`config.mk`:
```
export PLATFORM = sky130hd
export DESIGN_NAME = muldiv_seq
export DESIGN_NICKNAME = d
export VERILOG_FILES = /design/src/rtl/muldiv_seq_pkg.sv /design/src/rtl/muldiv_seq_mul_pipe.sv /design/src/rtl/muldiv_seq.sv
export SDC_FILE = /design/constraint.sdc
export NUM_CORES = 2
export LEC_CHECK = 0
export BUFFER_PORTS_ARGS = -buffer_cell sky130_fd_sc_hd__buf_2
export CORE_UTILIZATION = 59
export CTS_BUF_LIST = sky130_fd_sc_hd__clkbuf_16
export CTS_CLUSTER_DIAMETER = 30
export DETAILED_ROUTE_END_ITERATION = 6
export GPL_TIMING_DRIVEN = 0
export PLACE_DENSITY_LB_ADDON = 0.12
export SLEW_MARGIN = 20
export SYNTH_ARGS = -nofsm -noshare
export SYNTH_HDL_FRONTEND = slang
export SYNTH_HIERARCHICAL = 1
export SYNTH_SLANG_ARGS = --single-unit
```
`constraint.sdc`:
```
create_clock -name clk -period 5.3 [get_ports clk]
set_input_delay 1.06 -clock clk [delete_from_list [all_inputs] [get_ports clk]]
set_output_delay 1.06 -clock clk [all_outputs]
set_load 0.005 [all_outputs]
```
`src/rtl/muldiv_seq_pkg.sv`:
```
// Shared ALU operation codes, widths and sequencer state encoding for the
// HI/LO multiply/divide sequencer.
package muldiv_seq_pkg;

    localparam int ALUOP_BITS = 6;
    localparam int WORD_W     = 32;
    localparam int DWORD_W    = 64;

    typedef logic [ALUOP_BITS-1:0] aluop_t;
    typedef logic [WORD_W-1:0]     word_t;
    typedef logic [DWORD_W-1:0]    dword_t;

    localparam aluop_t ALU_NOP   = 6'h00;
    localparam aluop_t ALU_MULT  = 6'h18;
    localparam aluop_t ALU_MULTU = 6'h19;
    localparam aluop_t ALU_DIV   = 6'h1a;
    localparam aluop_t ALU_DIVU  = 6'h1b;
    localparam aluop_t ALU_MUL   = 6'h1c;
    localparam aluop_t ALU_MADD  = 6'h20;
    localparam aluop_t ALU_MADDU = 6'h21;
    localparam aluop_t ALU_MSUB  = 6'h22;
    localparam aluop_t ALU_MSUBU = 6'h23;

    localparam logic [2:0] ST_IDLE = 3'd0;
    localparam logic [2:0] ST_MUL  = 3'd1;
    localparam logic [2:0] ST_ACC  = 3'd2;
    localparam logic [2:0] ST_DIV  = 3'd3;
    localparam logic [2:0] ST_DONE = 3'd4;

    typedef struct packed {
        logic neg_quot;
        logic neg_rem;
    } div_sign_t;

    function automatic logic is_mul_op(input aluop_t op);
        case (op)
            ALU_MULT, ALU_MULTU, ALU_MUL,
            ALU_MADD, ALU_MADDU, ALU_MSUB, ALU_MSUBU: is_mul_op = 1'b1;
            default:                                 is_mul_op = 1'b0;
        endcase
    endfunction

    function automatic logic is_div_op(input aluop_t op);
        case (op)
            ALU_DIV, ALU_DIVU: is_div_op = 1'b1;
            default:           is_div_op = 1'b0;
        endcase
    endfunction

    function automatic logic is_acc_op(input aluop_t op);
        case (op)
            ALU_MADD, ALU_MADDU, ALU_MSUB, ALU_MSUBU: is_acc_op = 1'b1;
            default:                                 is_acc_op = 1'b0;
        endcase
    endfunction

    function automatic logic is_sub_op(input aluop_t op);
        case (op)
            ALU_MSUB, ALU_MSUBU: is_sub_op = 1'b1;
            default:             is_sub_op = 1'b0;
        endcase
    endfunction

    function automatic logic is_gpr_op(input aluop_t op);
        case (op)
            ALU_MUL: is_gpr_op = 1'b1;
            default: is_gpr_op = 1'b0;
        endcase
    endfunction

    function automatic logic is_signed_op(input aluop_t op);
        case (op)
            ALU_MULT, ALU_MUL, ALU_MADD, ALU_MSUB, ALU_DIV: is_signed_op = 1'b1;
            default:                                       is_signed_op = 1'b0;
        endcase
    endfunction

endpackage

```
`src/rtl/muldiv_seq_mul_pipe.sv`:
```
// 33x33 signed multiplier with a configurable number of register stages and
// a matching valid chain; flush empties the pipe.
module muldiv_seq_mul_pipe
    import muldiv_seq_pkg::*;
#(
    parameter int STAGES = 2
) (
    input  logic        clk,
    input  logic        resetn,
    input  logic        flush,
    input  logic        in_valid,
    input  logic [32:0] a,
    input  logic [32:0] b,
    output logic        out_valid,
    output dword_t      prod
);

    dword_t              a_ext_s;
    dword_t              b_ext_s;
    dword_t              prod_s;
    dword_t              stage_r [STAGES];
    logic [STAGES-1:0]   valid_r;

    // sign-extending to 64 bits keeps the product exact modulo 2^64
    assign a_ext_s = {{31{a[32]}}, a};
    assign b_ext_s = {{31{b[32]}}, b};
    assign prod_s  = a_ext_s * b_ext_s;

    // product register chain and its valid bits
    always_ff @(posedge clk or negedge resetn) begin
        if (!resetn) begin
            valid_r <= '0;
            for (int i = 0; i < STAGES; i++) begin
                stage_r[i] <= 64'd0;
            end
        end else if (flush) begin
            valid_r <= '0;
            for (int i = 0; i < STAGES; i++) begin
                stage_r[i] <= 64'd0;
            end
        end else begin
            valid_r[0] <= in_valid;
            stage_r[0] <= prod_s;
            for (int i = 1; i < STAGES; i++) begin
                valid_r[i] <= valid_r[i-1];
                stage_r[i] <= stage_r[i-1];
            end
        end
    end

    assign out_valid = valid_r[STAGES-1];
    assign prod      = stage_r[STAGES-1];

endmodule

```
`src/rtl/muldiv_seq.sv`:
```
// EX-stage multi-cycle sequencer for MIPS32 HI/LO multiply, multiply-accumulate
// and divide; stalls the pipeline and emits one HI/LO write per operation.
module muldiv_seq
    import muldiv_seq_pkg::*;
#(
    parameter int MUL_STAGES = 2,
    parameter int ALUOP_W    = 6
) (
    input  logic               clk,
    input  logic               resetn,
    input  logic               start,
    input  logic [ALUOP_W-1:0] aluop,
    input  logic [31:0]        opr1,
    input  logic [31:0]        opr2,
    input  logic [63:0]        hilo_i,
    input  logic               flush,
    output logic               stall_o,
    output logic               done,
    output logic               whilo,
    output logic [63:0]        hilo_o,
    output logic [31:0]        mul_res
);

    logic [2:0]         state_r;
    logic [2:0]         state_nxt_s;
    logic [ALUOP_W-1:0] op_r;
    dword_t             hilo_r;
    dword_t             prod_r;
    dword_t             acc_s;

    logic               supported_s;
    logic               accept_s;
    logic               sign_s;
    logic               div_zero_s;

    logic               pipe_in_valid_s;
    logic [32:0]        pipe_a_s;
    logic [32:0]        pipe_b_s;
    logic               pipe_valid_s;
    dword_t             pipe_prod_s;

    word_t              abs1_s;
    word_t              abs2_s;
    logic [5:0]         div_cnt_r;
    word_t              rem_r;
    word_t              quot_r;
    word_t              dvsr_r;
    div_sign_t          div_sign_r;
    logic [32:0]        div_shift_s;
    logic [32:0]        div_diff_s;
    logic               div_ge_s;
    word_t              quot_fix_s;
    word_t              rem_fix_s;

    logic               done_r;
    logic               whilo_r;
    dword_t             hilo_out_r;
    word_t              mul_res_r;

    assign supported_s = is_mul_op(aluop) | is_div_op(aluop);
    assign accept_s    = (state_r == ST_IDLE) & start & supported_s & ~flush;
    assign stall_o     = start & supported_s & (state_r != ST_DONE) & ~flush;
    assign sign_s      = is_signed_op(aluop);
    assign div_zero_s  = (opr2 == 32'd0);

    // operands come straight from the held EX inputs so stage 1 fills on the accept edge
    assign pipe_a_s        = {sign_s & opr1[31], opr1};
    assign pipe_b_s        = {sign_s & opr2[31], opr2};
    assign pipe_in_valid_s = accept_s & is_mul_op(aluop);

    muldiv_seq_mul_pipe #(
        .STAGES (MUL_STAGES)
    ) u_mul_pipe (
        .clk       (clk),
        .resetn    (resetn),
        .flush     (flush),
        .in_valid  (pipe_in_valid_s),
        .a         (pipe_a_s),
        .b         (pipe_b_s),
        .out_valid (pipe_valid_s),
        .prod      (pipe_prod_s)
    );

    assign abs1_s = (sign_s & opr1[31]) ? (32'd0 - opr1) : opr1;
    assign abs2_s = (sign_s & opr2[31]) ? (32'd0 - opr2) : opr2;
    assign acc_s  = is_sub_op(op_r) ? (hilo_r - prod_r) : (hilo_r + prod_r);

    // restoring divide step and final sign correction
    always_comb begin
        div_shift_s = {rem_r, quot_r[31]};
        div_diff_s  = div_shift_s - {1'b0, dvsr_r};
        div_ge_s    = ~div_diff_s[32];
        if (div_sign_r.neg_quot) begin
            quot_fix_s = 32'd0 - quot_r;
        end else begin
            quot_fix_s = quot_r;
        end
        if (div_sign_r.neg_rem) begin
            rem_fix_s = 32'd0 - rem_r;
        end else begin
            rem_fix_s = rem_r;
        end
    end

    // next-state selection
    always_comb begin
        state_nxt_s = state_r;
        if (flush) begin
            state_nxt_s = ST_IDLE;
        end else begin
            case (state_r)
                ST_IDLE: begin
                    if (!accept_s) begin
                        state_nxt_s = ST_IDLE;
                    end else if (is_mul_op(aluop)) begin
                        state_nxt_s = ST_MUL;
                    end else if (div_zero_s) begin
                        state_nxt_s = ST_DONE;
                    end else begin
                        state_nxt_s = ST_DIV;
                    end
                end
                ST_MUL: begin
                    if (!pipe_valid_s) begin
                        state_nxt_s = ST_MUL;
                    end else if (is_acc_op(op_r)) begin
                        state_nxt_s = ST_ACC;
                    end else begin
                        state_nxt_s = ST_DONE;
                    end
                end
                ST_ACC:  state_nxt_s = ST_DONE;
                ST_DIV: begin
                    if (div_cnt_r == 6'd32) begin
                        state_nxt_s = ST_DONE;
                    end else begin
                        state_nxt_s = ST_DIV;
                    end
                end
                ST_DONE: state_nxt_s = ST_IDLE;
                default: state_nxt_s = ST_IDLE;
            endcase
        end
    end

    // state register
    always_ff @(posedge clk or negedge resetn) begin
        if (!resetn) begin
            state_r <= ST_IDLE;
        end else begin
            state_r <= state_nxt_s;
        end
    end

    // operation context captured at accept, product held for the accumulate cycle
    always_ff @(posedge clk or negedge resetn) begin
        if (!resetn) begin
            op_r   <= '0;
            hilo_r <= 64'd0;
            prod_r <= 64'd0;
        end else if (accept_s) begin
            op_r   <= aluop;
            hilo_r <= hilo_i;
        end else if ((state_r == ST_MUL) && pipe_valid_s) begin
            prod_r <= pipe_prod_s;
        end
    end

    // divider: magnitudes loaded at accept, 32 iterations, then count parks at 32
    always_ff @(posedge clk or negedge resetn) begin
        if (!resetn) begin
            div_cnt_r  <= 6'd0;
            rem_r      <= 32'd0;
            quot_r     <= 32'd0;
            dvsr_r     <= 32'd0;
            div_sign_r <= '0;
        end else if (flush) begin
            div_cnt_r  <= 6'd0;
            rem_r      <= 32'd0;
            quot_r     <= 32'd0;
            dvsr_r     <= 32'd0;
            div_sign_r <= '0;
        end else if (accept_s && is_div_op(aluop)) begin
            div_cnt_r           <= 6'd0;
            rem_r               <= 32'd0;
            quot_r              <= abs1_s;
            dvsr_r              <= abs2_s;
            div_sign_r.neg_quot <= sign_s & (opr1[31] ^ opr2[31]);
            div_sign_r.neg_rem  <= sign_s & opr1[31];
        end else if ((state_r == ST_DIV) && (div_cnt_r != 6'd32)) begin
            div_cnt_r <= div_cnt_r + 6'd1;
            if (div_ge_s) begin
                rem_r  <= div_diff_s[31:0];
                quot_r <= {quot_r[30:0], 1'b1};
            end else begin
                rem_r  <= div_shift_s[31:0];
                quot_r <= {quot_r[30:0], 1'b0};
            end
        end
    end

    // result registers, loaded on the edge that enters DONE
    always_ff @(posedge clk or negedge resetn) begin
        if (!resetn) begin
            done_r     <= 1'b0;
            whilo_r    <= 1'b0;
            hilo_out_r <= 64'd0;
            mul_res_r  <= 32'd0;
        end else begin
            done_r  <= 1'b0;
            whilo_r <= 1'b0;
            if (!flush) begin
                case (state_r)
                    ST_IDLE: begin
                        if (accept_s && is_div_op(aluop) && div_zero_s) begin
                            hilo_out_r <= {opr1, 32'hffff_ffff};
                            done_r     <= 1'b1;
                            whilo_r    <= 1'b1;
                        end
                    end
                    ST_MUL: begin
                        if (pipe_valid_s && !is_acc_op(op_r)) begin
                            done_r <= 1'b1;
                            if (is_gpr_op(op_r)) begin
                                mul_res_r <= pipe_prod_s[31:0];
                            end else begin
                                hilo_out_r <= pipe_prod_s;
                                whilo_r    <= 1'b1;
                            end
                        end
                    end
                    ST_ACC: begin
                        hilo_out_r <= acc_s;
                        done_r     <= 1'b1;
                        whilo_r    <= 1'b1;
                    end
                    ST_DIV: begin
                        if (div_cnt_r == 6'd32) begin
                            hilo_out_r <= {rem_fix_s, quot_fix_s};
                            done_r     <= 1'b1;
                            whilo_r    <= 1'b1;
                        end
                    end
                    default: begin
                    end
                endcase
            end
        end
    end

    // a flush in the DONE cycle must still kill the write
    assign done    = done_r & ~flush;
    assign whilo   = whilo_r & ~flush;
    assign hilo_o  = hilo_out_r;
    assign mul_res = mul_res_r;

endmodule

```
==> out/qor.yml <==
run_status:
  status: "finished with violations"
  violations: "DRC, setup timing"
logic_synthesis:
  syn_area_um2: 67100
  synth-edff-count: 0
  synth_ff_type: "dfrtp_1"
  syn_nets: 9021
  ys_ff_latch: 469
  synthArstFlopShare: 1.00
  synth_cells: 7442
  synth_area_per_cell_um2: 9.01
  yosysWarnings: 6
  synth-seq-area-share: 0.175
  synth_cell_type_count: 93
place:
  place_area_um2: 71300
  port-buffer-count: 236
  dp_hpwl_um: 227000
  gp_congestion: 1.12
  dp.cells: 9188
drt:
  num_vias: 58500
  dr.pass1.iters: 7
  drt_iter0_drc: 5776
  drc_errors: 10
  routed_wl_um: 283000
  vias_per_cell: 6.20
  wire_per_inst_um: 29.9
  antenna_left: 0
clocking:
  clk_path_buf_depth: 3
  cts_sinks: 469
  h-tree-depth: 3
  clkLatencyLatePin_ns: 0.62
  clockRootBuffer: "clkbuf_16"
  cts.reportedPaths.clkPinSlew_ns: 0.06
  numCtsBuffers: 66
  tritoncts: "built"
  postCtsHoldBufs: 0
job:
  drv_cap: 0
worst_setup_path:
  worst_r2r_path_depth: 21
  crit_path_start_kind: "primary input"
  critPathMaxStageDelay_ns: 0.81
  path_delay_family: "adder cells"
  cp-end-kind: "register"
  path_class: "in2reg"
  crit_arrival_ns: 9.33
  critPathBufInv: 8
  worstPathRequired_ns: 5.79
  crit_path_top_delay_cell: "buf_1"
  crit_path_max_fanout: 10
  r2r_slack_ns: -0.91
  crit_cells: 28
sta:
  fmax_mhz: 113
  timing.final.crit_share: 1.67
  setup_violations: 80
  final_max_slew_viol_count: 0
  slew_headroom: 0.215
  fin_crit_ns: 8.84
  final-hold-violation-count: 0
  worst_pin_slew_ns: 1.17
  rsz0062_at_grt: "yes"
  setup_ws_ns: -3.54
  worst_clock_skew_ns: 0.0348
final_layout:
  final_cell_mix: "inv_1, fa_1, nand2_1, and2_1, dfrtp_1"
  layout.cells.non_filler: 9439
  layout_commonest_cell: "inv_1"
  drive_gt1_frac: 0.147
  n_fill_cell: 8963
  post-route-util: 0.682
  multiInputGateArea_um2: 50400
  synthToLayoutAreaGrowth_pct: 14.5
  regArea_um2: 11700
  final_area_um2: 76800
  nNetsFinal: 9436
global_routing:
  antenna_found_initial: 33
  grt_max_degree: 100
  grt_pass1_vias: 59200
  track_usage: 0.490
  grt_pass1_wl_um: 401000
  grt_overflow_total: 0
floorplanning:
  die_x_um: 339
  initial_core_util: 0.595
  die_y_um: 339
  fp.dieArea_um2: 115000
  fp-row-count: 123
  core-area_um2: 113000
  io_pins: 237
hold_path:
  holdCritPathClass: "in2async"
==> sequential cells by signal (all words and copies together) (netlist names), 32 cells and up <==
| signal | flops |
|---|---|
| dvsr_r | 32 |
| hilo_o | 64 |
| hilo_r | 64 |
| mul_res | 32 |
| prod_r | 64 |
| quot_r | 32 |
| rem_r | 32 |
| u_mul_pipe/prod | 64 |
| u_mul_pipe/stage_r | 64 |
==> Yosys cell counts (all sizes together) (88+ instances only) <==
master | n | area, um2
a21o | 88 | 661
nor2b | 130 | 813
xnor2 | 186 | 1630
fa | 1127 | 22600
nor2 | 253 | 950
ha | 314 | 3930
a21oi | 283 | 1420
buf | 99 | 631
dfrtp | 469 | 11700
nand2 | 1082 | 4060
mux2 | 90 | 1010
inv | 1198 | 4500
clkbuf | 373 | 1400
and2 | 552 | 3450
xor2 | 148 | 1300
o21ai | 291 | 1460
==> stage by stage <==
step,setup slack (ns),hold WS (ns),setup TNS (ns)
after detailed placement,-5.08,0.451,-260.14
after floorplan,-3.32,0.439,-114.77
after CTS,-3.30,0.352,-132.27
final,-3.54,0.338,-142.77
after global placement,-6.08,0.442,-3165.50
after global routing,-3.57,0.372,-155.08
==> routing by layer <==
metal  part of all wire  GRT usage  vias to the layer above  wire, um
li1                   -          -                    24100         -
met1               0.33      0.561                    28900     93700
met2               0.44      0.749                     4143    123000
met3               0.12      0.151                     1352     33800
met4               0.11      0.420                       22     31600
met5             0.0012     0.0123                        -       344
==> layout make-up <==
type / count / share of cell area
inverter: 1198 / 0.0590
sequential: 469 / 0.153
timing repair buffer: 350 / 0.0343
buffer: 469 / 0.0438
clock buffer: 69 / 0.0225
clock inverter: 51 / 0.00666
tap: 1500 / 0.0244
multi-input combinational: 5303 / 0.656
antenna: 30 / 0.000977
==> final timing paths <==
check | from | endpoint
worst max-delay path | opr1[30] | u_mul_pipe/stage_r[125]
worst min-delay path | resetn | hilo_r[17]
worst max register to register | prod_r[7] | hilo_o[62]
worst min register to register | u_mul_pipe/stage_r[67] | u_mul_pipe/prod[3]
max in group asynchronous | resetn | state_r[1]
min in group clk | u_mul_pipe/stage_r[67] | u_mul_pipe/prod[3]
==> cells by family (layout without fill, tap and decap cells) <==
kind of cell               count (synthesis)  count (layout)  share of synthesized area
AOI/OAI and AO/OA                       1003            1003                     0.0943
DFF                                      469             469                      0.175
muxes                                    127             127                     0.0206
adders and majority gates               1441            1441                      0.395
buffers and inverters                   1670            2137                     0.0973
and+or+nand+nor                         2398            2398                      0.174
other                                      0              30                          0
xor gates and xnor gates                 334             334                     0.0436
==> worst reg2reg max path: stages, from the launching register on <==
cell	delay, ns
dfrtp_1	0.43
or4_4	0.61
nor4_4	0.42
and2_4	0.26
and3_1	0.18
clkbuf_2	0.20
nor4b_4	0.40
nand3_1	0.20
o41ai_1	0.36
xor2_1	0.20
ha_1	0.31
clkbuf_2	0.20
nand2_1	0.09
nor2_1	0.22
nand3_1	0.18
nand3b_1	0.28
a31oi_2	0.40
nor3_2	0.16
a31oi_1	0.38
nor2_1	0.10
a2111oi_0	0.38
a21oi_1	0.12
==> what timing repair did <==
action                     in CTS  in global routing
buffers inserted               54                 47
pin swaps                      94                 81
gates resized for setup       473                318
hold endpoints to repair        0                  0
cloned                          1                  2
setup endpoints to repair      94                104
Power is not shown: default switching activity piles up to over one toggle a cycle in this logic, so the estimate is an artifact.
